### src/rtl/semana_pkg.sv
// Shared definitions for the weekly watering controller: day codes,
// FSM state encoding, the last hour of the day and small helpers used by
// both the day classifier and the controller itself.
package semana_pkg;

   // Day codes; 000 is not a valid day and never comes from a clean load
   localparam logic [2:0] SEG = 3'b001;
   localparam logic [2:0] TER = 3'b010;
   localparam logic [2:0] QUA = 3'b011;
   localparam logic [2:0] QUI = 3'b100;
   localparam logic [2:0] SEX = 3'b101;
   localparam logic [2:0] SAB = 3'b110;
   localparam logic [2:0] DOM = 3'b111;

   // Last valid hour of a day
   localparam logic [4:0] HORA_MAX = 5'd23;

   // Controller states; code 2'b11 is never entered
   typedef enum logic [1:0] {
      PARADO = 2'b00,
      CORRE  = 2'b01,
      REGA   = 2'b10
   } estado_t;

   // Watering days are Monday, Wednesday and Friday
   function automatic logic diaDeRega(input logic [2:0] d);
      return (d == SEG) || (d == QUA) || (d == SEX);
   endfunction

   // Day that follows d, Sunday wraps back to Monday
   function automatic logic [2:0] proximoDia(input logic [2:0] d);
      return (d == DOM) ? SEG : d + 3'd1;
   endfunction

   // Hour that follows h, 23 wraps back to 0
   function automatic logic [4:0] proximaHora(input logic [4:0] h);
      return (h >= HORA_MAX) ? 5'd0 : h + 5'd1;
   endfunction

endpackage

### src/rtl/classif_dia.sv
// Pure combinational day classifier: flags watering days (Mon/Wed/Fri)
// and Sunday. Day code 000 yields both flags low.
module classif_dia
   import semana_pkg::*;
(
   input  logic [2:0] dia_i,
   output logic       p_o,
   output logic       dom_o
);

   // Decode the day code; every code is listed so the intent is explicit
   always_comb begin
      p_o   = 1'b0;
      dom_o = 1'b0;
      case (dia_i)
         SEG, QUA, SEX: p_o   = diaDeRega(dia_i);
         TER, QUI, SAB: p_o   = 1'b0;
         DOM:           dom_o = 1'b1;
         default: begin
            p_o   = 1'b0;
            dom_o = 1'b0;
         end
      endcase
   end

endmodule

### src/rtl/controlo_semana.sv
// Weekly watering controller. Keeps a day/hour clock advanced by hourly
// ticks, opens a watering window of DURACAO hours at HORA_INI on watering
// days, and accepts day/hour loads through an edge-sensitive request with
// a one-cycle ack/err pulse.
module controlo_semana
   import semana_pkg::*;
#(
   parameter int         HORA_INI  = 6,
   parameter int         DURACAO   = 2,
   parameter logic [2:0] DIA_RESET = 3'b001
)
(
   input  logic       clk,
   input  logic       rst,
   input  logic       tick,
   input  logic       set_req,
   input  logic [2:0] set_dia,
   input  logic [4:0] set_hora,
   output logic       set_ack,
   output logic       set_err,
   output logic [2:0] dia,
   output logic [4:0] hora,
   output logic       p,
   output logic       dom,
   output logic       rega,
   output logic [1:0] estado
);

   localparam logic [4:0] HORA_INI_5 = 5'(HORA_INI);
   localparam logic [4:0] DURACAO_5  = 5'(DURACAO);

   estado_t    estado_q, estado_d;
   logic [2:0] dia_q, dia_d;
   logic [4:0] hora_q, hora_d;
   logic [4:0] cnt_q, cnt_d;
   logic       ack_q, ack_d;
   logic       err_q, err_d;
   logic       reqPrev_q;

   logic       amostra;
   logic       cargaValida;
   logic [4:0] horaSeg;
   logic [2:0] diaSeg;
   logic [4:0] cntSeg;

   // A request is taken only on its rising edge, so a level held high
   // after the ack/err cannot produce a second pulse until it drops
   assign amostra     = set_req & ~reqPrev_q;
   assign cargaValida = (set_dia != 3'b000) && (set_hora <= HORA_MAX);

   // Time as it would be after one tick; the day only moves at midnight
   assign horaSeg = proximaHora(hora_q);
   assign diaSeg  = (hora_q >= HORA_MAX) ? proximoDia(dia_q) : dia_q;
   assign cntSeg  = cnt_q + 5'd1;

   // Output decode of the current day
   classif_dia uClassif (
      .dia_i (dia_q),
      .p_o   (p),
      .dom_o (dom)
   );

   // Next-state logic: a sampled load has priority over any tick, and a
   // window may only open from a tick, never from a load
   always_comb begin
      estado_d = estado_q;
      dia_d    = dia_q;
      hora_d   = hora_q;
      cnt_d    = cnt_q;
      ack_d    = 1'b0;
      err_d    = 1'b0;
      if (amostra) begin
         if (cargaValida) begin
            ack_d    = 1'b1;
            dia_d    = set_dia;
            hora_d   = set_hora;
            cnt_d    = 5'd0;
            estado_d = CORRE;
         end else begin
            err_d = 1'b1;
         end
      end else begin
         case (estado_q)
            PARADO: begin
               estado_d = PARADO;
            end
            CORRE: begin
               if (tick) begin
                  hora_d = horaSeg;
                  dia_d  = diaSeg;
                  if ((horaSeg == HORA_INI_5) && diaDeRega(diaSeg)) begin
                     estado_d = REGA;
                     cnt_d    = 5'd0;
                  end
               end
            end
            REGA: begin
               if (tick) begin
                  hora_d = horaSeg;
                  dia_d  = diaSeg;
                  if (cntSeg == DURACAO_5) begin
                     estado_d = CORRE;
                     cnt_d    = 5'd0;
                  end else begin
                     cnt_d = cntSeg;
                  end
               end
            end
            default: begin
               estado_d = PARADO;
               cnt_d    = 5'd0;
            end
         endcase
      end
   end

   // State and handshake registers; reset clears everything immediately,
   // which also drops the actuator without waiting for a clock edge
   always_ff @(posedge clk or posedge rst) begin
      if (rst) begin
         estado_q  <= PARADO;
         dia_q     <= DIA_RESET;
         hora_q    <= 5'd0;
         cnt_q     <= 5'd0;
         ack_q     <= 1'b0;
         err_q     <= 1'b0;
         reqPrev_q <= 1'b0;
      end else begin
         estado_q  <= estado_d;
         dia_q     <= dia_d;
         hora_q    <= hora_d;
         cnt_q     <= cnt_d;
         ack_q     <= ack_d;
         err_q     <= err_d;
         reqPrev_q <= set_req;
      end
   end

   assign set_ack = ack_q;
   assign set_err = err_q;
   assign dia     = dia_q;
   assign hora    = hora_q;
   assign rega    = (estado_q == REGA);
   assign estado  = estado_q;

endmodule

### config.mk
export PLATFORM = sky130hd
export DESIGN_NAME = controlo_semana
export DESIGN_NICKNAME = d
export VERILOG_FILES = /design/src/rtl/semana_pkg.sv /design/src/rtl/classif_dia.sv /design/src/rtl/controlo_semana.sv
export SDC_FILE = /design/constraint.sdc
export NUM_CORES = 1
export LEC_CHECK = 0
export CORE_MARGIN = 5
export CORE_UTILIZATION = 46
export CTS_BUF_LIST = sky130_fd_sc_hd__clkbuf_4
export DETAILED_ROUTE_END_ITERATION = 16
export PLACE_DENSITY = 0.73
export SYNTH_ARGS = -nofsm -noshare
export SYNTH_HDL_FRONTEND = slang
export SYNTH_SLANG_ARGS = --single-unit
export TNS_END_PERCENT = 50
### constraint.sdc
create_clock -name clk -period 2.9 [get_ports clk]
set_input_delay 0.29 -clock clk [delete_from_list [all_inputs] [get_ports clk]]
set_output_delay 0.29 -clock clk [all_outputs]
set_load 0.05 [all_outputs]
==> run metrics <==
status=completed; most common cell in the netlist=dfrtp_1; via/cell ratio=~6.0; via count of the first global-routing pass=approximately 1100; Final Cycle Share=0.873; pre-CTS setup slack=~0.69 ns; synth warn=0; GRT Total Usage=0.188; Inserted Clock Buffers=3; final setup margin=0.369 ns; Post-CTS Resized=0; worst slew pin tran=0.732 ns; CTS tree=done; H-Tree Depth=1; critical path endpoint category=primary output; pin count of the biggest net entering global routing=19; clock buffer depth=2; FF-to-FF Start=hora[0]; min Tclk post-route=approximately 2.5 ns; Total Wirelength=3160 µm; Top FF cell, synth=dfrtp_1; crit path max-delay cell type=clkdlybuf4s50_1; Crit Path Max Fanout=6; root buf cell=clkbuf_4; Initial DRC Count=39; Max Cap Violations=0; cell taking the most area after synthesis=dfrtp_1; cell mode on critical path=ha_1; CP arrival=2.24 ns; sequential share of the synthesized area=0.364; Synth top area share=0.342; GPL Wtd Cong=0.926; Cell Rows=18; reg2reg end=cnt_q[1]; Chip Width=62.0 µm; Slew HR=0.511; overall power=1.50 mW; Post CTS Setup Buffer Count=0; share of post-route cells with drive strength above 1=0.0915; Reg clk slew, reported paths=0.12 ns; GRT overflow=0; unrepaired setup endpoints after global routing=no; P&R area growth vs syn=25.5%; initial antenna violation count=0; Remaining DRCs=0; Final setup viols=0; top post-synthesis cells by count=17 x dfrtp_1, 13 x nand2_1, 12 x nor2_1, 10 x ha_1, 8 x inv_1; DR vias=roughly 1200; Port Buffers=26; syn_area_per_cell=9.07 µm²; flop-to-flop setup slack=between 0.6 and 0.7 ns; detailed-route wire length per cell=16.3 µm; EDFF count, synth=0; clock skew=approximately 0.009 ns; Core Area=between 2000 and 3000 µm²; Startpoint Class=register; drt pass-1 iters=4; chip height=62.0 µm; Reg2Reg Depth=6; critical path cell sequence=ha_1 > ha_1 > a31o_2 > clkdlybuf4s50_1; # diodes=0; I/O pin count=27; fin. max-slew vios=0; leak pwr=approximately 0.7 nW; Distinct cells, synth=43; setup TNS=0 ns; Netlist Area Pre-Place=1240 µm²; post-route insts no fill=194; Net Count, Synth=159; required time of the worst setup path=2.61 ns; first-pass GRT wire length=about 5400 µm; Max Fclk=395 MHz; hold violation count in the final report=0; synth top area cells=dfrtp_1 34%, ha_1 10%, nand2_1 3.9%; Initial Utilization=0.493; DP Wirelength=2460 µm; Async SR Flop Fraction=1.00; FF+latch count, synth=18; PwrDens=961 nW/µm²; cts hold-fix bufs=0; Hold/Removal Path Class=input pin to asynchronous set/reset pin; antenna-violating nets left=0; placed cells=190; number of nets in the layout=187; worst ir drop on vdd=0.000694 V; Worst-Skew Late Latency=0.30 ns; CP max stage delay=0.79 ns; Fin Hold WS=approximately 0.39 ns; DIE AREA=around 3800 µm²; critical path type=register to primary output; Sink Count=18; Syn Inst Count=137
==> worst max-delay path by stage <==
stage                from  endpoint  slack (ns)  cells after the start
2_1_floorplan   estado[0]  cnt_q[0]        0.51                      7
3_3_place_gp   set_dia[0]  cnt_q[1]        0.73                      6
3_5_place_dp      hora[0]  cnt_q[1]        0.69                      6
4_1_cts            dia[0]         p        0.34                      4
5_1_grt            dia[0]         p        0.25                      4
6_report           dia[0]         p        0.37                      4
==> critical path, delay by kind of cell (launching register included) <==
family	cells	cell delay [ns]
AO/OA/AOI/OAI	1	0.15
adder cells (fa/ha/maj)	2	0.39
buffers and inverters	1	0.79
flip-flops	1	0.61
==> layout by cell type, fill, tap and decap left out, types with 2 or more instances in the layout <==
master / instances
o21a_1: 2
nand2_1: 13
a21oi_1: 5
nand2b_1: 3
clkbuf_4: 3
buf_4: 2
dfrtp_1: 17
or3_1: 2
nand3_1: 7
o21ai_0: 4
clkdlybuf4s50_1: 26
nor3_1: 7
mux2_4: 2
o22ai_1: 3
a21boi_0: 2
nand3b_1: 2
a41o_1: 2
o221a_2: 2
ha_1: 10
nor2_1: 12
a31oi_1: 3
inv_1: 8
a2bb2oi_1: 2
nor2b_1: 3
a31o_2: 2
==> flip-flops by register name, summed over array words and instances (netlist names) <==
| name | flops |
|---|---|
| set_err | 1 |
| dia | 3 |
| reqPrev_q | 1 |
| estado | 2 |
| set_ack | 1 |
| cnt_q | 5 |
| hora | 5 |
==> cell families after synthesis <==
family / share of synthesized area
xor+xnor: 0.00705
mux: 0.0242
buf+inv: 0.0423
compound gates: 0.238
flops: 0.364
fa+ha+maj: 0.101
simple gates: 0.225
==> through the flow <==
| step | area (µm²) | utilization |
|---|---|---|
| floorplan | 1240 | - |
| global placement | 1530 | 0.608 |
| detailed placement | 1530 | 0.608 |
| CTS | 1560 | 0.618 |
| global route | 1560 | 0.618 |
| finish | 1560 | 0.618 |
==> final cells by class <==
type                    count  area (µm²)
clock buffers               3        22.5
clock inverters             1        3.75
repair buffers             28         275
multi-input cells         106         738
inverters                   8        30.0
well taps                  30        37.5
fillers                   245         963
flip-flops and latches     18         452
==> layer usage <==
layer  GRT usage  wire, µm  vias to the layer above
met3      0.0289       162                        4
met5           0         0                        -
met2       0.302      1470                       39
li1            -         -                      560
met4      0.0364        29                        0
met1       0.268      1500                      567
==> power breakdown <==
part | leakage (nW) | internal, mW | switching, mW
sequential | 0.226 | 0.322 | 0.109
combinational | 0.447 | 0.354 | 0.573
clock | 0.0154 | 0.0501 | 0.0893
total | 0.689 | 0.726 | 0.772
Note: power is estimated with default switching activity, not from simulation.
